$ cat config.mk
export PLATFORM = sky130hd
export DESIGN_NAME = esp_spi_slave_mx
export DESIGN_NICKNAME = d
export VERILOG_FILES = /design/src/rtl/esp_spi_pkg.sv /design/src/rtl/esp_cmd_sfifo.sv /design/src/rtl/esp_spi_slave_mx.sv
export SDC_FILE = /design/constraint.sdc
export NUM_CORES = 1
export LEC_CHECK = 0
export CORE_ASPECT_RATIO = 0.9
export CORE_MARGIN = 5
export CORE_UTILIZATION = 55
export CTS_BUF_LIST = sky130_fd_sc_hd__clkbuf_16
export DETAILED_ROUTE_END_ITERATION = 10
export PLACE_DENSITY = 0.76
export SYNTH_ARGS = -nofsm -noshare
export SYNTH_HDL_FRONTEND = slang
export SYNTH_SLANG_ARGS = --single-unit
$ cat constraint.sdc
create_clock -name adc_clk -period 7 [get_ports adc_clk]
set_input_delay 1.4 -clock adc_clk [delete_from_list [all_inputs] [get_ports adc_clk]]
set_output_delay 1.4 -clock adc_clk [all_outputs]
set_load 0.02 [all_outputs]
$ cat src/rtl/esp_spi_pkg.sv
// Shared types and constants for the ESP SPI slave.
// Holds the FSM state enum, opcode width and status opcode.
package esp_spi_pkg;

  localparam int OPC_W = 8;
  localparam logic [OPC_W-1:0] STAT_OPCODE = 8'h80;

  typedef enum logic [3:0] {
    ST_IDLE    = 4'd0,
    ST_CMD     = 4'd1,
    ST_LOAD    = 4'd2,
    ST_STREAM  = 4'd3,
    ST_DISCARD = 4'd4
  } state_e;

  function automatic logic [2:0] sat3(input int unsigned v);
    return (v > 7) ? 3'd7 : 3'(v);
  endfunction

endpackage

$ cat src/rtl/esp_cmd_sfifo.sv
// Single-clock command FIFO; a pop frees room for a push in the same cycle.
// Ports: clk/rst_n, i_push/i_din, i_pop, o_dout, o_full, o_empty, o_count.
module esp_cmd_sfifo #(
  parameter int WIDTH = 32,
  parameter int DEPTH = 4
) (
  input  logic                     clk,
  input  logic                     rst_n,
  input  logic                     i_push,
  input  logic [WIDTH-1:0]         i_din,
  input  logic                     i_pop,
  output logic [WIDTH-1:0]         o_dout,
  output logic                     o_full,
  output logic                     o_empty,
  output logic [$clog2(DEPTH):0]   o_count
);

  localparam int AW = $clog2(DEPTH);
  localparam logic [AW:0] FULL_CNT = DEPTH[AW:0];

  logic [WIDTH-1:0] mem_q [DEPTH];
  logic [AW-1:0]    wr_q, wr_d;
  logic [AW-1:0]    rd_q, rd_d;
  logic [AW:0]      cnt_q, cnt_d;
  logic             pop_ok, push_ok;

  assign o_empty = (cnt_q == '0);
  assign o_full  = (cnt_q == FULL_CNT);
  assign o_count = cnt_q;
  assign o_dout  = o_empty ? '0 : mem_q[rd_q];

  assign pop_ok  = i_pop & ~o_empty;
  assign push_ok = i_push & (~o_full | pop_ok);

  always_comb begin
    wr_d  = wr_q;
    rd_d  = rd_q;
    cnt_d = cnt_q;
    if (push_ok) wr_d = wr_q + 1'b1;
    if (pop_ok)  rd_d = rd_q + 1'b1;
    unique case ({push_ok, pop_ok})
      2'b10:   cnt_d = cnt_q + 1'b1;
      2'b01:   cnt_d = cnt_q - 1'b1;
      default: cnt_d = cnt_q;
    endcase
  end

  always_ff @(posedge clk) begin
    if (!rst_n) begin
      wr_q  <= '0;
      rd_q  <= '0;
      cnt_q <= '0;
    end else begin
      wr_q  <= wr_d;
      rd_q  <= rd_d;
      cnt_q <= cnt_d;
    end
  end

  always_ff @(posedge clk) begin
    if (push_ok) mem_q[wr_q] <= i_din;
  end

endmodule

$ cat src/rtl/esp_spi_slave_mx.sv
// Oversampled SPI slave: lane-0 commands, multi-lane memory readout,
// other commands queued in a FIFO. Ports: SPI pins (i_spi_*, o_spi_*),
// memory read port (o_mem_*, i_mem_data), command FIFO (o_cmd*, i_cmd_rdy,
// i_ovf_clr). Optional status read via macro ESP_SPI_STAT_EN.
module esp_spi_slave_mx
  import esp_spi_pkg::*;
#(
  parameter int          DATA_LANES = 4,
  parameter int          CMD_W      = 32,
  parameter int          ADDR_W     = 14,
  parameter logic [7:0]  RD_OPCODE  = 8'h8F,
  parameter int          FIFO_DEPTH = 4
) (
  input  logic                  adc_clk,
  input  logic                  rst_n,
  input  logic                  i_spi_clk,
  input  logic                  i_spi_cs_n,
  input  logic [DATA_LANES-1:0] i_spi_data,
  output logic [DATA_LANES-1:0] o_spi_data,
  output logic                  o_spi_oe,
  output logic [ADDR_W-1:0]     o_mem_addr,
  output logic                  o_mem_rd,
  input  logic [7:0]            i_mem_data,
  output logic [CMD_W-1:0]      o_cmd,
  output logic                  o_cmd_vld,
  input  logic                  i_cmd_rdy,
  output logic                  o_cmd_ovf,
  input  logic                  i_ovf_clr
);

  localparam int BC_W = $clog2(CMD_W + 1);
  localparam int CNT_W = $clog2(FIFO_DEPTH) + 1;
  localparam logic [2:0] LAST_SLC = 3'(8 / DATA_LANES - 1);
  localparam logic [BC_W-1:0] LAST_BIT = BC_W'(CMD_W - 1);

  logic [2:0]            sclk_q, sclk_d;
  logic [1:0]            cs_q, cs_d;
  logic [DATA_LANES-1:0] din1_q, din2_q;
  logic                  sclk_rise, sclk_fall, cs_s;
  logic                  unused_din;

  state_e                state_q, state_d;
  logic [BC_W-1:0]       bit_cnt_q, bit_cnt_d;
  logic [CMD_W-2:0]      sr_q, sr_d;
  logic [7:0]            out_sr_q, out_sr_d;
  logic [7:0]            pf_q, pf_d;
  logic [2:0]            slc_q, slc_d;
  logic [ADDR_W-1:0]     mem_addr_q, mem_addr_d;
  logic                  mem_rd_q, mem_rd_d;
  logic                  rdv_q;
  logic                  oe_q, oe_d;
  logic [DATA_LANES-1:0] data_q, data_d;
  logic                  ovf_q, ovf_d;

  logic [CMD_W-1:0]      cmd_nx;
  logic [OPC_W-1:0]      opc;
  logic                  cmd_push, cmd_pop;
  logic                  fifo_full, fifo_empty;
  logic [CNT_W-1:0]      fifo_cnt;

`ifdef ESP_SPI_STAT_EN
  logic                  stat_q, stat_d;
  logic [7:0]            stat_byte;
  assign stat_byte = {ovf_q, sat3(32'(fifo_cnt)), state_q};
`else
  logic                  unused_cnt;
  assign unused_cnt = ^fifo_cnt;
`endif

  // sclk_q[0..2]: two sync stages plus an edge-detect stage.
  assign sclk_d    = {sclk_q[1:0], i_spi_clk};
  assign cs_d      = {cs_q[0], i_spi_cs_n};
  assign sclk_rise = sclk_q[1] & ~sclk_q[2];
  assign sclk_fall = ~sclk_q[1] & sclk_q[2];
  assign cs_s      = cs_q[1];
  assign unused_din = ^din2_q;

  assign cmd_pop    = ~fifo_empty & i_cmd_rdy;
  assign o_cmd_vld  = ~fifo_empty;
  assign o_cmd_ovf  = ovf_q;
  assign o_spi_oe   = oe_q;
  assign o_spi_data = data_q;
  assign o_mem_addr = mem_addr_q;
  assign o_mem_rd   = mem_rd_q;

  always_comb begin
    state_d    = state_q;
    bit_cnt_d  = bit_cnt_q;
    sr_d       = sr_q;
    out_sr_d   = out_sr_q;
    pf_d       = pf_q;
    slc_d      = slc_q;
    mem_addr_d = mem_addr_q;
    mem_rd_d   = 1'b0;
    oe_d       = oe_q;
    data_d     = data_q;
    cmd_push   = 1'b0;
`ifdef ESP_SPI_STAT_EN
    stat_d     = stat_q;
`endif
    cmd_nx = {sr_q, din2_q[0]};
    opc    = cmd_nx[CMD_W-1 -: OPC_W];

    unique case (state_q)
      ST_IDLE: begin
        bit_cnt_d = '0;
        sr_d      = '0;
        state_d   = ST_CMD;
      end
      ST_CMD: begin
        if (sclk_rise) begin
          sr_d      = cmd_nx[CMD_W-2:0];
          bit_cnt_d = bit_cnt_q + 1'b1;
          if (bit_cnt_q == LAST_BIT) begin
            if (opc == RD_OPCODE) begin
              mem_addr_d = cmd_nx[ADDR_W-1:0];
              mem_rd_d   = 1'b1;
              state_d    = ST_LOAD;
            end
`ifdef ESP_SPI_STAT_EN
            else if (opc == STAT_OPCODE) begin
              out_sr_d = stat_byte;
              slc_d    = '0;
              oe_d     = 1'b1;
              stat_d   = 1'b1;
              state_d  = ST_STREAM;
            end
`endif
            else begin
              cmd_push = 1'b1;
              state_d  = ST_DISCARD;
            end
          end
        end
      end
      ST_LOAD: begin
        // rdv_q marks the cycle the first byte is on i_mem_data.
        if (rdv_q) begin
          out_sr_d   = i_mem_data;
          mem_addr_d = mem_addr_q + 1'b1;
          mem_rd_d   = 1'b1;
          slc_d      = '0;
          oe_d       = 1'b1;
          state_d    = ST_STREAM;
        end
      end
      ST_STREAM: begin
        if (rdv_q) pf_d = i_mem_data;
        if (sclk_fall) begin
          data_d   = out_sr_q[7 -: DATA_LANES];
          out_sr_d = out_sr_q << DATA_LANES;
          slc_d    = slc_q + 1'b1;
          if (slc_q == LAST_SLC) begin
            slc_d      = '0;
            out_sr_d   = pf_q;
            mem_addr_d = mem_addr_q + 1'b1;
            mem_rd_d   = 1'b1;
`ifdef ESP_SPI_STAT_EN
            if (stat_q) begin
              out_sr_d   = stat_byte;
              mem_addr_d = mem_addr_q;
              mem_rd_d   = 1'b0;
            end
`endif
          end
        end
      end
      default: state_d = state_q;
    endcase

    // Deselect beats any same-cycle clock edge.
    if (cs_s) begin
      state_d    = ST_IDLE;
      oe_d       = 1'b0;
      data_d     = '0;
      cmd_push   = 1'b0;
      mem_rd_d   = 1'b0;
      mem_addr_d = mem_addr_q;
`ifdef ESP_SPI_STAT_EN
      stat_d     = 1'b0;
`endif
    end
  end

  always_comb begin
    ovf_d = ovf_q;
    if (i_ovf_clr) ovf_d = 1'b0;
    if (cmd_push & fifo_full & ~cmd_pop) ovf_d = 1'b1;
  end

  always_ff @(posedge adc_clk) begin
    if (!rst_n) begin
      sclk_q     <= '0;
      cs_q       <= 2'b11;
      din1_q     <= '0;
      din2_q     <= '0;
      state_q    <= ST_IDLE;
      bit_cnt_q  <= '0;
      sr_q       <= '0;
      out_sr_q   <= '0;
      pf_q       <= '0;
      slc_q      <= '0;
      mem_addr_q <= '0;
      mem_rd_q   <= 1'b0;
      rdv_q      <= 1'b0;
      oe_q       <= 1'b0;
      data_q     <= '0;
      ovf_q      <= 1'b0;
`ifdef ESP_SPI_STAT_EN
      stat_q     <= 1'b0;
`endif
    end else begin
      sclk_q     <= sclk_d;
      cs_q       <= cs_d;
      din1_q     <= i_spi_data;
      din2_q     <= din1_q;
      state_q    <= state_d;
      bit_cnt_q  <= bit_cnt_d;
      sr_q       <= sr_d;
      out_sr_q   <= out_sr_d;
      pf_q       <= pf_d;
      slc_q      <= slc_d;
      mem_addr_q <= mem_addr_d;
      mem_rd_q   <= mem_rd_d;
      rdv_q      <= mem_rd_q;
      oe_q       <= oe_d;
      data_q     <= data_d;
      ovf_q      <= ovf_d;
`ifdef ESP_SPI_STAT_EN
      stat_q     <= stat_d;
`endif
    end
  end

  esp_cmd_sfifo #(
    .WIDTH (CMD_W),
    .DEPTH (FIFO_DEPTH)
  ) u_fifo (
    .clk     (adc_clk),
    .rst_n   (rst_n),
    .i_push  (cmd_push),
    .i_din   (cmd_nx),
    .i_pop   (cmd_pop),
    .o_dout  (o_cmd),
    .o_full  (fifo_full),
    .o_empty (fifo_empty),
    .o_count (fifo_cnt)
  );

endmodule

After elaboration in Yosys (flattened, before gate mapping)
Memory sizes are Yosys's and may differ from the RTL's. A register that Yosys moved wholly into a read port is not among the register bits.
Cells that the tools add are included.

storage, ports and cells
  register bits = 96
  latch bits = 0
  memory bits (writable) = 128
  bits in read-only memories = 0
  input port bits = 18
  output and inout port bits = 54
  logic and storage cells = 117
  memories = 1

memories
  memory        words  bits a word  read ports  clocked after Yosys merged registers in  wr ports  RTL line             RTL
  u_fifo.mem_q  4      32           1           1                                        1         esp_cmd_sfifo.sv:21  logic [WIDTH-1:0] mem_q [DEPTH];

cells by class
  $add $sub $neg = 7
  multiply operators = 0
  div/mod/pow operators = 0
  order comparisons = 0
  eq/ne operators = 15
  shift-type cells = 0
  mux-type cells = 44
  bitwise gates (word level) = 15
  reduce and logical (&&, ||, !) cells = 16

operator list
  operator                                              count
  2-to-1 mux 14 bit                                     6
  case mux 31 bit (2 select lines)                      1
  case mux 14 bit (3 select lines)                      1
  2-to-1 mux 32 bit                                     1
  2-to-1 mux 31 bit                                     1
  2-to-1 mux 8 bit                                      3
  case mux 8 bit (2 select lines)                       1
  2-to-1 mux 1 bit                                      15
  adder 14 x 1 -> 14 bit (second input constant)        1
  2-to-1 mux 3 bit                                      4
  2-to-1 mux 4 bit                                      3
  inequality test 2 bit (second input constant)         6
  case mux 3 bit (2 select lines)                       2
  case mux 4 bit (3 select lines)                       1
  case mux 6 bit (2 select lines)                       1
  equality test 4 x 2 -> 1 bit (second input constant)  2
  equality test 8 bit (second input constant)           1
  AND reduction 2 bit                                   4
  AND reduction 8 bit                                   1
  nonzero test 2 bit                                    4
  AND 1 bit                                             7
  inverter 1 bit                                        7
  adder 3 x 1 -> 3 bit (second input constant)          2
  adder 6 x 1 -> 6 bit (second input constant)          1
  other kinds (18)                                      21

Longest topological paths before layout
Gate-level depths: netlist (run 1).

  depth in word-level cells = 9
  mapped depth = 11
  mapped depth without buffers = 11

Modules after synthesis
Synthesis (run 1) repeated with hierarchy kept, for this count alone.

second synthesis, totals
  cell total of the unflattened synthesis = 735
  area total of the unflattened synthesis = 9439.1 µm²

by module, submodules not included
  module            times used  cells an instance  area an instance (µm²)  seq. area each (µm²)
  esp_cmd_sfifo     1           256                5408.9                  4023.9
  esp_spi_slave_mx  1           479                4030.1                  1761.7

Worst setup path before layout (run 1)
Ideal clock, no wire load.

  path kind = input -> register
  start = in i_cmd_rdy
  end = reg u_fifo.cnt_q[2] (netlist: u_fifo.o_count[2])
  library setup time = 0.070 ns
  arrival = 3.268 ns
  data required time = 6.930 ns
  path slack = 3.662 ns
  stages = 9
  buffers on the path = 0
  cells stage by stage = nor4b_1 -> nor4_4 -> inv_1 -> ha_1 -> inv_1 -> fa_1 -> xor2_1 -> or3_1 -> a21oi_1

between the ends
  longest elaborated chain between the ends = 6
  elaborated cells on any way between the ends = 8
  those cells by class = 2 x eq/ne; 1 x mux; 4 x bitwise; 1 x reduce/logical

ends and longest elaborated chain
  item                                                                          RTL line                RTL
  start: declaration                                                            esp_spi_slave_mx.sv:26  input logic i_cmd_rdy,
  AND 1 bit (*)                                                                 esp_spi_slave_mx.sv:78  assign cmd_pop = ~fifo_empty & i_cmd_rdy;
  AND 1 bit (*)                                                                 esp_cmd_sfifo.sv:32     assign pop_ok = i_pop & ~o_empty;
  OR 1 bit                                                                      esp_cmd_sfifo.sv:33     assign push_ok = i_push & (~o_full | pop_ok);
  AND 1 bit                                                                     esp_cmd_sfifo.sv:33
  equality test 2 x 1 -> 1 bit / equality test 2 bit (equally long branches)    esp_cmd_sfifo.sv:41     unique case ({push_ok, pop_ok})
  case mux 3 bit (2 select lines) / nonzero test 2 bit (equally long branches)  -
  end signal: assignment                                                        esp_cmd_sfifo.sv:56     cnt_q <= cnt_d;
  end: declaration                                                              esp_cmd_sfifo.sv:24     logic [AW:0] cnt_q, cnt_d;

Mark *: on every way between the ends. The rest lies on a longest branch, timed or not.
A chain may end at the register's enable or synchronous reset.

==> results of run 1 <==
through the flow:
step	setup WS, ps	power [uW]	util	hold slack, ps	std cells
2_1_floorplan	3662	1429	-	386.3	723
3_3_place_gp	3024	1443	0.6109	394.3	957
3_5_place_dp	2961	1444	0.6109	396.8	957
4_1_cts	2817	2591	0.6551	410.2	999
5_1_grt	2725	2650	0.6551	420.3	999
6_report	2878	2575	0.6551	405.2	999
flip-flops by register name, indices dropped and copies added (netlist names), named ones only:
| signal | count |
|---|---|
| u_fifo.o_count | 3 |
| o_mem_addr | 14 |
| o_spi_oe | 1 |
| o_spi_data | 4 |
| u_fifo.rd_q | 2 |
| slc_q | 3 |
| din2_q | 1 |
| rdv_q | 1 |
| u_fifo.wr_q | 2 |
| pf_q | 8 |
| bit_cnt_q | 6 |
| din1_q | 1 |
| state_q | 3 |
| sclk_q | 3 |
| out_sr_q | 8 |
| u_fifo.mem_q | 128 |
| cs_q | 2 |
| o_cmd_ovf | 1 |
| o_mem_rd | 1 |
| sr_q | 31 |
worst register-to-register path, cell delays in order (launching register included):
cell and delay [ps]:
dfxtp_1 560, or3b_4 460, or4_4 530, nor4_4 390, and2_2 850
final cells by class:
type	instances	area, um2	area share
tap	207	259.0	0.02442
multi-input combinational	443	3088	0.2912
inverter	9	33.78	0.003186
clock buffer	23	575.6	0.05428
timing repair buffer	73	718.2	0.06773
clock inverter	19	141.4	0.01333
sequential	225	5788	0.5458
worst paths after layout:
check / end / slack, ps / start / cells after the start
worst max-delay path: o_cmd[3] / 2880 / flip-flop / 4
worst min-delay path: cs_q[1] / 410 / cs_q[0] / 1
worst max register to register: u_fifo.mem_q[2][8] / 3820 / state_q[0] / 4
worst min register to register: cs_q[1] / 410 / cs_q[0] / 1
report_power, final:
part / internal [uW] / switching (uW)
clock network: 672 / 488
logic: 10.8 / 17.9
registers: 1380 / 1.99
cells by family (layout without fill, tap and decap cells):
group	Yosys count	after routing	synth area share
adder cells (fa/ha/maj)	8	8	0.01187
multiplexers	41	41	0.08983
AND/OR/NAND/NOR	271	271	0.1505
XOR/XNOR	10	10	0.009659
AO/OA/AOI/OAI	113	113	0.07603
flip-flops	225	225	0.6381
buffers and inverters	55	124	0.02401
synth_stat cells, drive strengths merged, types with 4 or more instances:
cell / n / share of area
nand3: 42 / 0.023
nor3b: 5 / 0.0047
a31oi: 8 / 0.0055
mux4: 32 / 0.079
nor4: 5 / 0.0058
edfxtp: 128 / 0.42
nor3: 7 / 0.0039
xnor2: 5 / 0.0048
nand4: 10 / 0.0069
mux2i: 6 / 0.0066
o211ai: 5 / 0.0041
nor2: 43 / 0.018
nand2: 88 / 0.036
xor2: 5 / 0.0048
and2: 46 / 0.032
o21ai: 8 / 0.0044
a21oi: 61 / 0.034
nand2b: 7 / 0.0048
clkbuf: 34 / 0.014
a22oi: 5 / 0.0041
dfxtp: 97 / 0.21
inv: 9 / 0.0037
ha: 7 / 0.0097
buf: 12 / 0.0062
or3: 4 / 0.0028
o31ai: 4 / 0.0033
layer usage:
layer,vias up,track usage,routed length (um)
li1,2763,-,-
met1,2906,0.2690,8104
met2,207,0.3199,8945
met3,38,0.03163,1135
met4,0,0.05337,413
met5,-,0,0
==> metrics.md, run 1 <==
| Metric | Value |
|---|---|
| Outcome | complete, no violations |
| Syn avg cell area | 12.54 um2 |
| Most frequent cells in the layout | edfxtp_1 (128), dfxtp_1 (95), nand2_1 (88), clkdlybuf4s50_1 (68), a21oi_1 (61) |
| Minimum clock period | 4122 ps |
| Die area | 0.01916 mm2 |
| Clock transition at the registers of the reported paths | 60 ps |
| Grt total ovfl | 0 |
| CTS tree | done |
| Drc violations | 0 |
| Fin. Hold Viols | 0 |
| Max-Slew Margin vs Limit | 0.1560 |
| Crit Path Class | reg2out |
| Final worst-path cycle share | 0.5889 |
| Fill cell count | 1127 |
| Pwr Density | 242.8 mW/mm2 |
| Highest clock rate | 0.2426 GHz |
| Setup Fix Bufs, Post-CTS | 0 |
| Most common cell after layout, fill and taps aside | edfxtp_1 |
| Largest net degree at the start of global routing | 66 |
| Top Ports | 72 |
| Port Buf Inserts | 68 |
| Synthesized Nets | 749 |
| Design Area, Final | 0.01060 mm2 |
| Hold Path Class | reg2reg |
| Vias in the first global route | 5946 |
| Routability cong. | 0.7927 |
| Skew final | 21.11 ps |
| Max Cap Viol | 0 |
| Post-Route WL | 18.60 mm |
| Post-Syn Area | 0.009067 mm2 |
| CTS root buffer | clkbuf_16 |
| Ys async rst share | 0 |
| Max FO, Critical Path | 32 |
| DRT iter0 DRCs | 431 |
| Layout cell share with drive strength beyond 1 | 0.1124 |
| Initial antenna violation count | 0 |
| CTS Buf Count | 23 |
| Post-route setup TNS | 0 ps |
| Post-route ant nets | 0 |
| EDFF count, synth | 128 |
| Die Ht | 131.8 um |
| Final setup viols | 0 |
| Slew Limit Fails | 0 |
| Gr usage total | 0.1936 |
| Die X | 145.3 um |
| Initial core utilization | 0.5602 |
| Distinct cells, synth | 54 |
| CTS HTree Levels | 1 |
| Slowest CP cell | mux4_2 |
| Unrepaired setup endpoints after global routing | no |
| Yosys reg bits | 225 |
| Clock buffer depth | 3 |
| Core region area | 0.01619 mm2 |
| Detailed Routing Iterations Pass 1 | 5 |
| Worst endpoint required time | 5600 ps |
| Slowest stage delay, CP | 590 ps |
| Startpoint types | flip-flop |
| Syn. warnings | 0 |
| WP buf/inv | 2 |
| Post-DP Area | 0.009887 mm2 |
| Ant diodes | 0 |
| Routed length per instance | 18.62 um |
| Clk_lat worst skew | 510 ps |
| Via density per instance | 5.920 |
| Final Net Count | 801 |
| Post-synthesis sequential area ratio | 0.6381 |
| Top_reg_cell synth | edfxtp_1 |
| Global-route wire length before repair | 30.77 mm |
| Syn Inst Count | 723 |
| Area delta synth->final | 16.94% |
| Crit path DAT | 2720 ps |
| Rows | 44 |
| Crit-path cells | buf_4, mux4_2, and2_1, clkdlybuf4s50_1 |
| Half-perimeter wire length after placement | 10.85 mm |
| Cell family with most CP delay | buffers and inverters |
| Leakage power | 0.003351 uW |
| DR vias | 5914 |
| CP Capture Type | output port |
| Cells resized by post-CTS repair | 0 |
| Hold Buf Count CTS | 0 |
| Worst-Margin Slew | 1266 ps |
| Worst vdd ir | 188.1 uV |
| Clock sink total | 225 |
No activity file was read; power rests on OpenSTA's default activity.
==> inputs of run 2 (changes only) <==
Clock period 7 ns to 4.1 ns, I/O delays scaled along.
==> metrics.md, run 2 (synthesis gave the netlist of run 1 again) <==
| Metric | Value |
|---|---|
| Outcome | complete, no violations |
| Via density per instance | 5.779 (-2.4%) |
| Most common cell after layout, fill and taps aside | edfxtp_1 |
| Clock sink total | 225 (unchanged) |
| DRT iter0 DRCs | 454 (+5.3%) |
| Slowest CP cell | mux4_2 |
| Routability cong. | 0.7833 (-1.2%) |
| Max Cap Viol | 0 (unchanged) |
| Drc violations | 0 (unchanged) |
| Post-route setup TNS | 0 ps (unchanged) |
| Crit Path Class | reg2out |
| CTS tree | done |
| Worst vdd ir | 336.2 uV (+79%) |
| CP Capture Type | output port |
| Final worst-path cycle share | 0.8514 |
| CTS root buffer | clkbuf_16 |
| Worst Hold Launch | cs_q[0] |
| Largest register by flop count | u_fifo.mem_q |
| Detailed Routing Iterations Pass 1 | 5 (unchanged) |
| Skew final | 12.11 ps (-8.997 ps) |
| Gr usage total | 0.1879 (-0.005637) |
| Clock transition at the registers of the reported paths | 60 ps (about the same) |
| DR vias | 5825 (-1.5%) |
| Initial core utilization | 0.5602 (unchanged) |
| Clk_lat worst skew | 510 ps (about the same) |
| CTS Buf Count | 23 (unchanged) |
| Slowest stage delay, CP | 610 ps (+20 ps) |
| Largest register FFs | 128 (unchanged) |
| Rows | 44 (unchanged) |
| Max-Slew Margin vs Limit | 0.1668 (+0.01081) |
| Vias in the first global route | 5895 (-0.86%) |
| Core region area | 0.01619 mm2 (unchanged) |
| Top Ports | 72 (unchanged) |
| Sequential power share | 0.539 (about the same) |
| Worst endpoint required time | 3280 ps (-2320 ps) |
| Post-route ant nets | 0 (unchanged) |
| CTS HTree Levels | 1 (unchanged) |
| Leakage power | 0.003393 uW (+1.3%) |
| Half-perimeter wire length after placement | 10.76 mm (-0.86%) |
| Cells resized by post-CTS repair | 0 (unchanged) |
| Crit path DAT | 2670 ps (-50 ps) |
| Hold Path Class | reg2reg |
| Die area | 0.01916 mm2 (unchanged) |
| Startpoint types | flip-flop |
| Setup Fix Bufs, Post-CTS | 0 (unchanged) |
| Sw frac | 0.1960 (-0.001218) |
| Clock power share | 0.450 (about the same) |
| Worst-Margin Slew | 1250 ps (-16.21 ps) |
| Hold Buf Count CTS | 0 (unchanged) |
| Fill cell count | 1167 (+3.5%) |
| Crit Reg-Reg Startpoint | state_q[0] |
| Post-Route WL | 18.19 mm (-2.2%) |
| Pre-CTS setup slack | 599.9 ps (-2361 ps) |
| Grt total ovfl | 0 (unchanged) |
| Comb power frac | 0.012 (about the same) |
| Layout cell share with drive strength beyond 1 | 0.1136 (+0.001234) |
| Die X | 145.3 um (unchanged) |
| Reg area | 0.005787 mm2 (about the same) |
| Unrepaired setup endpoints after global routing | no |
| Fin. Hold Viols | 0 (unchanged) |
| Largest net degree at the start of global routing | 50 (-24%) |
| Area delta synth->final | 17.64% |
| Switching pwr | 861.1 uW (+70%) |
| Routed length per instance | 18.04 um (-3.1%) |
| Max FO, Critical Path | 32 (unchanged) |
| Multi-input logic area | 0.003083 mm2 (-0.16%) |
| Worst Slack Setup Final | 609.1 ps (-2269 ps) |
| Highest clock rate | 0.2865 GHz |
| Final Net Count | 810 (+1.1%) |
| Ant diodes | 0 (unchanged) |
| Final setup viols | 0 (unchanged) |
| Global-route wire length before repair | 30.10 mm (-2.2%) |
| Pwr Density | 411.8 mW/mm2 (+70%) |
| Die Ht | 131.8 um (unchanged) |
| Crit-path cells | buf_4, mux4_2, and2_1, clkdlybuf4s50_1 |
| Internal power | 3532 uW (+71%) |
| Port Buf Inserts | 68 (unchanged) |
| Minimum clock period | 3491 ps |
| Most frequent cells in the layout | edfxtp_1 (128), dfxtp_1 (96), nand2_1 (88), clkdlybuf4s50_1 (68), a21oi_1 (61) |
| Clock buffer depth | 3 (unchanged) |
| Initial antenna violation count | 0 (unchanged) |
| Slew Limit Fails | 0 (unchanged) |
run 2: per-layer routing:
metal | wire length, um | global-route usage | vias to the layer above
met5 | 0 | 0 | -
met4 | 380 | 0.05389 | 0
met3 | 1076 | 0.03609 | 32
met2 | 8713 | 0.3069 | 186
met1 | 8018 | 0.2599 | 2832
li1 | - | - | 2775
run 2: path summary, 6_finish.rpt:
| kind | slack, ps | cells after the start | endpoint |
|---|---|---|---|
| min reg2reg | 400 | 1 | cs_q[1] |
| max reg2reg | 950 | 10 | u_fifo.o_count[2] |
| max | 610 | 4 | o_cmd[5] |
| min | 400 | 1 | cs_q[1] |
run 2: cell type report:
class	count	share of cell area
flip-flops and latches	225	0.5425
multi-input cells	443	0.2890
repair buffers	82	0.07367
clock buffers	23	0.05396
well taps	207	0.02428
clock inverters	19	0.01337
inverters	9	0.003167
run 2: metrics by stage:
stage | hold WS (ps) | power (uW) | instance area, um2 | util | instances
5_1_grt | 435.7 | 4529 | 10670 | 0.6590 | 1008
6_report | 403.6 | 4393 | 10670 | 0.6590 | 1008
3_3_place_gp | 394.3 | 2465 | 9948 | 0.6146 | 966
2_1_floorplan | 386.3 | 2440 | 9067 | - | 723
4_1_cts | 408.6 | 4423 | 10670 | 0.6590 | 1008
3_5_place_dp | 395.1 | 2466 | 9948 | 0.6146 | 966
run 2: power groups by stage:
stage	Combinational, uW	Sequential [uW]	Clock [uW]
after floorplan	25.9	2410	0
after global placement	49.5	2420	0
after detailed placement	50.7	2420	0
after CTS	50.9	2370	2010
after global routing	55.3	2370	2110
final	50.7	2370	1980
run 2: worst max-delay path: cells and delay by family, from the launching register on:
kind / cells / cell delay [ps]
flops: 1 / 310
mux: 1 / 610
buf+inv: 2 / 1050
simple gates: 1 / 180
==> inputs of run 3 (changes only) <==
Settings changed: CORE_MARGIN 5 to default.
==> metrics.md, run 3 (synthesis gave the netlist of run 1 again) <==
| Metric | Value |
|---|---|
| Outcome | complete, no violations |
| Initial antenna violation count | 0 (unchanged) |
| Unrepaired setup endpoints after global routing | no |
| Skew final | 9.323 ps (-2.791 ps) |
| Hold Buf Count CTS | 0 (unchanged) |
| Clock power share | 0.449 (about the same) |
| Top Ports | 72 (unchanged) |
| Post-route ant nets | 0 (unchanged) |
| Detailed Routing Iterations Pass 1 | 5 (unchanged) |
| Final Net Count | 811 (+0.12%) |
| Slew Limit Fails | 0 (unchanged) |
| Fin. Hold Viols | 0 (unchanged) |
| Grt total ovfl | 0 (unchanged) |
| Leakage power | 0.003387 uW (-0.19%) |
| CP Capture Type | output port |
| Half-perimeter wire length after placement | 11.24 mm (+4.5%) |
| DRT iter0 DRCs | 498 (+9.7%) |
| CTS Buf Count | 23 (unchanged) |
| Worst endpoint required time | 3280 ps (about the same) |
| Largest register FFs | 128 (unchanged) |
| Crit path DAT | 2700 ps (+30 ps) |
| Final Util | 0.6617 (+0.002637) |
| Hold Path Class | reg2reg |
| CTS root buffer | clkbuf_16 |
| Final worst-path cycle share | 0.8577 (+0.006267) |
| Minimum clock period | 3517 ps (+25.69 ps) |
| CTS tree | done |
| Startpoint types | flip-flop |
| Drc violations | 0 (unchanged) |
| Worst-Margin Slew | 894.3 ps (-355.5 ps) |
| Worst vdd ir | 370.4 uV (+10%) |
| Via density per instance | 5.893 (+2.0%) |
| Highest clock rate | 0.2844 GHz (-0.73%) |
| Die area | 0.01700 mm2 (-11%) |
| Fill cell count | 1150 (-1.5%) |
| Setup Fix Bufs, Post-CTS | 0 (unchanged) |
| Routability cong. | 0.8539 (+9.0%) |
| Layout cell share with drive strength beyond 1 | 0.1147 (+0.001105) |
| Largest register by flop count | u_fifo.mem_q |
| Internal power | 3530 uW (about the same) |
| Ant diodes | 0 (unchanged) |
| Clk_lat worst skew | 500 ps (about the same) |
| Crit Path Class | reg2out |
| Routed length per instance | 18.53 um (+2.7%) |
| Switching pwr | 856.6 uW (-0.53%) |
| Global-route wire length before repair | 29.97 mm (-0.41%) |
| Max-Slew Margin vs Limit | 0.4016 (+0.2348) |
| Initial core utilization | 0.5621 (+0.001912) |
| Sequential power share | 0.540 (about the same) |
| Comb power frac | 0.012 (about the same) |
| Post-route setup TNS | 0 ps (unchanged) |
| Area delta synth->final | 17.70% (about the same) |
| DR vias | 5946 (+2.1%) |
| Clock transition at the registers of the reported paths | 60 ps (about the same) |
| Largest net degree at the start of global routing | 41 (-18%) |
| Post-Route WL | 18.70 mm (+2.8%) |
| Die Ht | 123.8 um (-6.1%) |
| Clock sink total | 225 (unchanged) |
| Clock buffer depth | 3 (unchanged) |
| Total Power Consumption | 4387 uW (-0.14%) |
| Die X | 137.3 um (-5.5%) |
| Gr usage total | 0.2291 (+0.04112) |
| Most common cell after layout, fill and taps aside | edfxtp_1 |
| Sw frac | 0.1953 (-0.0007657) |
| Port Buf Inserts | 68 (unchanged) |
| CTS HTree Levels | 1 (unchanged) |
| Cells resized by post-CTS repair | 0 (unchanged) |
| Core region area | 0.01613 mm2 (-0.34%) |
| Final setup viols | 0 (unchanged) |
| Rows | 44 (unchanged) |
| Max Cap Viol | 0 (unchanged) |
| Pwr Density | 411.0 mW/mm2 (-0.20%) |
| Vias in the first global route | 5847 (-0.81%) |
| Most frequent cells in the layout | edfxtp_1 (128), dfxtp_1 (96), nand2_1 (88), clkdlybuf4s50_1 (68), a21oi_1 (61) |
| Max FO, Critical Path | 32 (unchanged) |
==> run 3: cell count changes in the layout (fill, tap and decap cells not counted), sizes merged <==
cell,before,now
inv,16,13
clkinvlp,0,1
buf,14,15
clkinv,10,12
==> run 3: stage by stage <==
step	hold WS (ps)	std cells	area, um2	setup slack (ps)
3_5_place_dp	395.6	967	9956	523.3
2_1_floorplan	386.3	723	9067	1301
5_1_grt	409.7	1009	10670	415.4
4_1_cts	409.8	1009	10670	521.8
6_report	406.5	1009	10670	583.4
3_3_place_gp	392.0	967	9956	716.7
==> run 3: power by group through the flow <==
stage	Clock (uW)	Combinational [uW]	Sequential [uW]
floorplan	0	25.9	2410
finish	1970	51.7	2370
detailed placement	0	51.2	2420
global route	2090	54.8	2370
CTS	2000	51.4	2370
global placement	0	50.0	2420
==> run 3: cell type report <==
class                           instances  area [um2]  area share
Tap cell                              207       259.0     0.02427
Multi-Input combinational cell        443        3083      0.2889
Timing Repair Buffer                   83       793.3     0.07433
Clock inverter                         19       141.4     0.01325
Clock buffer                           23       575.6     0.05393
Sequential cell                       225        5787      0.5422
Inverter                                9       33.78    0.003165
==> run 3: worst max-delay path: stages (launching register included) <==
cell	delay, ps
dfxtp_2	310
buf_4	530
mux4_2	580
and2_1	170
clkdlybuf4s50_1	590
==> run 3: worst paths after layout <==
| path | startpoint | endpoint | slack (ps) | depth (start not counted) |
|---|---|---|---|---|
| worst min-delay path | cs_q[0] | cs_q[1] | 410 | 1 |
| worst max-delay path | flip-flop | o_cmd[0] | 580 | 4 |
| worst max register to register | state_q[0] | u_fifo.o_count[2] | 940 | 10 |
| worst min register to register | cs_q[0] | cs_q[1] | 410 | 1 |
==> run 3: layer usage <==
layer,global-route usage,wire length (um),part of all wire
met1,0.2988,8008,0.43
met2,0.4009,9464,0.51
met3,0.03663,880,0.047
met4,0.05838,345,0.018
met5,0,0,0
